[src/rtl/pll_reset_sequencer.sv]
// PLL reset sequencer.
// Pulses the PLL reset and waits for lock, retrying on timeout. Once lock has
// held for STABLE_CYCLES it releases the domain resets one stage at a time,
// STAGE_GAP cycles apart. Losing lock drops every domain reset and goes back
// to waiting for lock without touching the PLL. A software request re-runs
// the stable hold and the staged release.
module pll_reset_sequencer #(
   parameter int PLL_RST_CYCLES = 16,
   parameter int LOCK_TIMEOUT   = 4096,
   parameter int STABLE_CYCLES  = 256,
   parameter int NUM_STAGES     = 3,
   parameter int STAGE_GAP      = 8
) (
   input  logic                  clock,
   input  logic                  reset_n,
   input  logic                  locked,
   input  logic                  sw_reset_req,
   output logic                  pll_resetb,
   output logic [NUM_STAGES-1:0] rst_n_out,
   output logic                  ready,
   output logic                  lock_timeout,
   output logic [3:0]            retry_count
);

   // The counter must reach the largest terminal count of any state without
   // wrapping. That includes the offset of the last stage release.
   localparam int REL_SPAN = (NUM_STAGES - 1) * STAGE_GAP + 1;
   localparam int MAX_AB   = (PLL_RST_CYCLES > LOCK_TIMEOUT) ? PLL_RST_CYCLES : LOCK_TIMEOUT;
   localparam int MAX_CD   = (STABLE_CYCLES > REL_SPAN) ? STABLE_CYCLES : REL_SPAN;
   localparam int CNT_MAX  = (MAX_AB > MAX_CD) ? MAX_AB : MAX_CD;
   localparam int CNT_W    = $clog2(CNT_MAX + 1);

   typedef enum logic [2:0] {
      PLL_RST,
      WAIT_LOCK,
      STABLE,
      RELEASE,
      RUN
   } state_t;

   state_t                  state;
   logic [CNT_W-1:0]        cnt;
   logic                    lock_meta;
   logic                    locked_s;
   logic [NUM_STAGES-1:0]   stage_hit;
   logic                    last_hit;

   // Bit 0 is released when RELEASE is entered. Every later stage k is
   // released on the edge that ends RELEASE cycle k*STAGE_GAP-1.
   assign stage_hit[0] = 1'b0;
   generate
      for (genvar gi = 1; gi < NUM_STAGES; gi++) begin : g_stage_hit
         assign stage_hit[gi] = (cnt == CNT_W'(gi * STAGE_GAP - 1));
      end
   endgenerate

   assign last_hit = stage_hit[NUM_STAGES-1];

   // Lock synchronizer, sequencing FSM and registered outputs.
   always_ff @(posedge clock or negedge reset_n) begin
      if (!reset_n) begin
         lock_meta    <= 1'b0;
         locked_s     <= 1'b0;
         state        <= PLL_RST;
         cnt          <= '0;
         pll_resetb   <= 1'b0;
         rst_n_out    <= '0;
         ready        <= 1'b0;
         lock_timeout <= 1'b0;
         retry_count  <= 4'd0;
      end else begin
         lock_meta <= locked;
         locked_s  <= lock_meta;

         case (state)
            PLL_RST: begin
               if (cnt == CNT_W'(PLL_RST_CYCLES - 1)) begin
                  state      <= WAIT_LOCK;
                  cnt        <= '0;
                  pll_resetb <= 1'b1;
               end else begin
                  cnt <= cnt + CNT_W'(1);
               end
            end

            WAIT_LOCK: begin
               if (locked_s) begin
                  state <= STABLE;
                  cnt   <= '0;
               end else if (cnt == CNT_W'(LOCK_TIMEOUT - 1)) begin
                  state        <= PLL_RST;
                  cnt          <= '0;
                  pll_resetb   <= 1'b0;
                  lock_timeout <= 1'b1;
                  if (retry_count != 4'hF) begin
                     retry_count <= retry_count + 4'd1;
                  end
               end else begin
                  cnt <= cnt + CNT_W'(1);
               end
            end

            STABLE: begin
               if (!locked_s) begin
                  state <= WAIT_LOCK;
                  cnt   <= '0;
               end else if (cnt == CNT_W'(STABLE_CYCLES - 1)) begin
                  cnt       <= '0;
                  rst_n_out <= NUM_STAGES'(1);
                  // A single stage is fully released on entry, so go straight to RUN.
                  if (NUM_STAGES == 1) begin
                     state <= RUN;
                     ready <= 1'b1;
                  end else begin
                     state <= RELEASE;
                  end
               end else begin
                  cnt <= cnt + CNT_W'(1);
               end
            end

            RELEASE, RUN: begin
               // Lock loss takes priority over a software request.
               if (!locked_s) begin
                  state     <= WAIT_LOCK;
                  cnt       <= '0;
                  rst_n_out <= '0;
                  ready     <= 1'b0;
               end else if (sw_reset_req) begin
                  state     <= STABLE;
                  cnt       <= '0;
                  rst_n_out <= '0;
                  ready     <= 1'b0;
               end else if (state == RELEASE) begin
                  rst_n_out <= rst_n_out | stage_hit;
                  if (last_hit) begin
                     state <= RUN;
                     cnt   <= '0;
                     ready <= 1'b1;
                  end else begin
                     cnt <= cnt + CNT_W'(1);
                  end
               end
            end

            default: begin
               state      <= PLL_RST;
               cnt        <= '0;
               pll_resetb <= 1'b0;
               rst_n_out  <= '0;
               ready      <= 1'b0;
            end
         endcase
      end
   end

endmodule

[config.mk]
export PLATFORM = sky130hd
export DESIGN_NAME = pll_reset_sequencer
export DESIGN_NICKNAME = d
export VERILOG_FILES = /design/src/rtl/pll_reset_sequencer.sv
export SDC_FILE = /design/constraint.sdc
export NUM_CORES = 1
export LEC_CHECK = 0
export BUFFER_PORTS_ARGS = -buffer_cell sky130_fd_sc_hd__buf_2
export CORE_MARGIN = 5
export CORE_UTILIZATION = 60
export DETAILED_ROUTE_END_ITERATION = 12
export PLACE_DENSITY = 0.89
export SYNTH_ARGS = -nofsm -noshare
export SYNTH_HDL_FRONTEND = slang
export SYNTH_SLANG_ARGS = --single-unit
export TNS_END_PERCENT = 100
[constraint.sdc]
create_clock -name clock -period 5.65 [get_ports clock]
set_input_delay 0.565 -clock clock [delete_from_list [all_inputs] [get_ports clock]]
set_output_delay 0.565 -clock clock [all_outputs]
set_load 0.1 [all_outputs]
# Word-level counts from Yosys, hierarchy flattened
# Index checks and enable logic that the tools add are counted.
# totals
wordCells	78
in_bits	4
ff_bits	28
out_inout_bits	10
# op_classes
addsub	2
n_bitwise	5
n_mux	33
eq_ne	18
n_reduce_logical	11
# ops
operator	count
$mux W13	8
$pmux W13 S4	1
$mux W3	14
$add A13 B1 Y13 const B	1
$eq A13 B12 Y1 const B	1
$eq A13 B3 Y1 const B	1
$eq A13 B4 Y1 const B	1
$eq A13 B8 Y1 const B	1
$ne A4 B4 Y1 const B	3
$pmux W3 S4	1
$reduce_and A4 Y1	3
$ne A2 B2 Y1 const B	5
$pmux W3 S3	1
$eq A3 B2 Y1 const B	2
$mux W1	6
$ne A3 B3 Y1 const B	2
$reduce_and A3 Y1	2
$reduce_or A3 Y1	2
$reduce_and A5 Y1	1
$add A4 B1 Y4 const B	1
$not A1 Y1	4
$reduce_or A2 Y1	2
$eq A3 B1 Y1 const B	1
$eq A3 B3 Y1 const B	1
4 further kinds	4

# Depth between registers and ports, before layout
# depth
depth_word	6
ltp_mapped	8
ltp_nobuf	7

# Least setup slack after synthesis
# No wires, ideal clock.
# synth_path
path_kind	reg2reg
from	reg cnt[0]
to	reg state[0]
arrival_time_ns	2.264
setup_ns	0.124
period_less_slack_ns	2.388
t_required_ns	5.526
path_stages_with_launch	8
path_buffers	1
path_slack_ns	3.262
cell_sequence	dfrtp_1 > ha_1 > nand3_2 > or4_4 > a221oi_2 > nand2_4 > buf_6 > a211o_1
# synth_between
elab_chain_len	3
elab_cells_between_ends	8
classes_between	eq/ne (7); reduce/logical (1)
# synth_lines
item	line_no	text
start: declaration	42	logic [CNT_W-1:0] cnt;
start signal: assignment	82	cnt <= cnt + CNT_W'(1);
start signal: assignment	99	cnt <= cnt + CNT_W'(1);
start signal: assignment	118	cnt <= cnt + CNT_W'(1);
$eq A13 B4 Y1 (tied with other cells)	53, 77	
$ne A4 B4 Y1 (no source line) (tied with other cells)	--	
$reduce_and A5 Y1 (no source line) *	--	
end signal: assignment	64	state <= PLL_RST;
end signal: assignment	78	state <= WAIT_LOCK;
end signal: assignment	88	state <= STABLE;
end: declaration	41	state_t state;
# Every way passes the cells marked *; elsewhere a longest branch is shown, timed or not.
# A chain may end at the register's enable or synchronous reset.

# Worst setup path in the final report
# layout_path
from	reg cnt[0]
to	reg cnt[10]
# layout_between
elab_chain_len	6
elab_cells_between_ends	13
classes_between	add/sub (1); eq/ne (3); mux (9)
# layout_lines
item	line_no	text
$add A13 B1 Y13 or $eq A13 B4 Y1 (tied branches)	--	
$mux W13	77, 136	
$mux W13	134	end else if (state == RELEASE) begin
$mux W13	129	end else if (sw_reset_req) begin
$mux W13	124	if (!locked_s) begin
$pmux W13 S4 *	75	case (state)
# Every way passes the cells marked *; elsewhere a longest branch is shown, timed or not. The select of a mux whose other input is x is not followed.

==> summary.txt <==
Drt
  • Antenna-violating nets left: 0
  • DRT met1 WL: between 1 and 1.5 mm
  • DR vias: between 1000 and 1500
  • Initial DRC Count: 90
  • Routed vias/inst: 6.28
  • WL per Instance: 15.3 um
  • Drt total wl: roughly 3.2 mm
  • Drt first pass iters: 5
  • Met2 WL: 1.61 mm
  • Routed wl met3: 175 um
  • Top sig layer: met4
  • DRC viols: 0

Job
  • Max Cap Viol: 0

Critical path
  • Buf/Inv on CP: 0
  • CP max FO: 13
  • Critical Path RT: 5.86 ns
  • Worst path depth: 7
  • CP Class: reg -> reg
  • Crit-path max cell delay: between 0.5 and 0.6 ns
  • Worst reg2reg path depth: 7
  • Crit path max-delay family: simple AND/OR/NAND/NOR gates
  • CP Cell Sequence: ha_1 > nand3_2 > or4_4 > a221oi_2 > nand2_4 > nand2_1 > o311ai_1
  • Critical path arrival: 3.03 ns
  • Crit. End Element: flip-flop
  • Crit-path slowest cell: or4_4
  • CP startpoint kind: flip-flop

Run status
  • Run status: finished clean

STA
  • Min Tclk post-route: about 2.8 ns
  • Setup TNS: 0 ns
  • Max Clock Freq: 355 MHz
  • Max-slew violations: 0
  • Period utilisation layout: about half
  • Clock skew: 0.00292 ns
  • Hold Violations, Final: 0
  • Final number of setup-violating endpoints: 0
  • Worst slew pin tran: 0.889 ns
  • Worst slew margin: 40.5%
  • Setup repair after global routing missed its margin: false

Layout
  • Syn-to-layout area delta: 7.96%
  • Post-Layout Inst Area: 1700 um2
  • Total Nets Final: 186
  • Fillers: 195
  • N_diodes: 0
  • Share of layout cells above drive strength 1: 17.9%

CTS
  • Clock buffer depth: 2
  • Clk_lat worst skew: 0.32 ns
  • Post-CTS Setup Repair Bufs: 0
  • H-tree depth: 1
  • Num CTS Buffers: 3
  • Post-CTS sizing: 0
  • CTS clk-pin slew, worst paths: approximately 0.14 ns
  • TritonCTS clock tree: yes
  • CTS sink cnt: 28
  • Hold Buf Count CTS: 0
  • CTS Root Cell: clkbuf_4

Place
  • I/O Buffers: 13
  • Post-DP HPWL: 2.35 mm
  • Placed cell area: 1640 um2
  • Gpl congestion: 0.862

GRT
  • First-pass GRT wire length: 5.35 mm
  • Pin count of the biggest net entering global routing: 29
  • Initial antenna violation count: 0
  • Number of global-route vias before repair: 1250
  • GRT overflow: 0
  • Gr usage total: 18.6%

Yosys
  • Synth top area share: 44.6%
  • Count of flip-flops with a built-in enable after synthesis: 0
  • Share of flip-flops with an asynchronous set or reset: 100%
  • Synth unique cells: 46
  • Main flop type after synthesis: dfrtp_1
  • Mapped Area: roughly 1600 um2
  • Synth area leader: dfrtp_1
  • Syn Inst Count: between 150 and 200
  • Flip-flop and latch count after synthesis: 28
  • Synthesized Nets: 174
  • Number of synthesis warnings: 0
  • Largest cells by area after synthesis: dfrtp_1 (45%), nand2_1 (4.8%), nor2_1 (4.1%)
  • Syn_area_per_cell: roughly 9.4 um2
  • Post-synthesis sequential area ratio: 44.6%

Floorplan
  • Die width: 61.2 um
  • Die area: 3740 um2
  • Initial Util: 62.9%
  • IO Count: 14
  • Std-Cell Rows: 18
  • Die Y-Extent: 61.2 um
  • Core outline area: about 2500 um2

Power and ir drop
  • Max VDD drop: 0.450 mV
  • Leak: around 0.75 nW
  • Pwr/cell area: 405 nW/um2
  • Total Power: 687 uW

Hold path
  • Hold Path Class: in -> async
## kinds of logic (layout without fill, tap and decap cells)
kind of cell / after synthesis / in the layout / share of synthesized area (%)
AOI/OAI and AO/OA: 47 / 47 / 21.7
xor gates and xnor gates: 3 / 3 / 1.67
muxes: 3 / 3 / 2.07
buffers and inverters: 11 / 22 / 3.11
and+or+nand+nor: 74 / 74 / 25.2
DFF: 28 / 28 / 44.6
adders and majority gates: 2 / 2 / 1.59
## sequential cells by signal, indices dropped and copies added, names as in the netlist
register,cells
cnt,13
retry_count,4
rst_n_out,3
state,3
lock_meta,1
lock_timeout,1
locked_s,1
pll_resetb,1
ready,1
## cells in the mapped netlist, drive strengths merged, types with 2 or more instances
library cell,count
a31oi,2
nor2,17
o311ai,3
or4,4
inv,5
nand2,21
xnor2,2
a21oi,10
or2,4
dfrtp,28
mux2,2
nor3b,2
nor3,2
o41ai,3
ha,2
nand3b,2
o31ai,4
o21ai,12
clkbuf,5
nand4,5
nand3,10
## layout make-up
cell class	count	area [um2]	area share [%]
Multi-Input combinational cell	129	822	48.5
Sequential cell	28	701	41.3
Timing Repair Buffer	13	65.1	3.83
Tap cell	30	37.5	2.21
Clock inverter	1	30.0	1.77
Clock buffer	3	22.5	1.33
Inverter	5	18.8	1.11
## per-stage QoR
stage                     cells  hold WS [ns]  setup WS, ns  utilization, %
final                       209         0.225          2.83            67.9
after detailed placement    205         0.338          2.88            65.8
after CTS                   209         0.237          2.84            67.9
after global routing        209         0.240          2.59            67.9
after floorplan             168         0.269          3.26               -
after global placement      205         0.344          3.02            65.8
## cell usage in the layout (no fill, tap or decap), drive strengths merged, types with 2 or more instances in the layout
master	instances
a21oi	10
a31oi	2
buf	13
clkbuf	3
dfrtp	28
ha	2
inv	5
mux2	2
nand2	21
nand3	10
nand3b	2
nand4	5
nor2	17
nor3	2
nor3b	2
o21ai	12
o311ai	3
o31ai	4
o41ai	3
or2	4
or4	4
xnor2	2
## worst paths after layout
kind,start,to,slack [ns]
max,cnt[0]$_DFFE_PN0N_,cnt[10]$_DFFE_PN0N_,2.83
min,reset_n,state[1]$_DFFE_PN0P_,0.23
max reg2reg,cnt[0]$_DFFE_PN0N_,cnt[10]$_DFFE_PN0N_,2.83
min reg2reg,lock_meta$_DFF_PN0_,locked_s$_DFF_PN0_,0.37
max in group asynchronous,reset_n,lock_timeout$_DFFE_PN0P_,5.03
min in group clock,locked,lock_meta$_DFF_PN0_,0.33
## per-layer routing
layer,GRT usage [%],vias up
met1,23.9,624
met2,32.5,38
met4,3.10,0
li1,-,649
met3,4.40,2
met5,0,-
## report_power, final
| group | switching, mW | total [mW] | internal [mW] | leakage, nW |
|---|---|---|---|---|
| Clock | 0.0570 | 0.129 | 0.0717 | 0.0279 |
| Combinational | 0.190 | 0.291 | 0.101 | 0.351 |
| Sequential | 0.0421 | 0.268 | 0.226 | 0.374 |
Power figures use the tool's default switching activity.
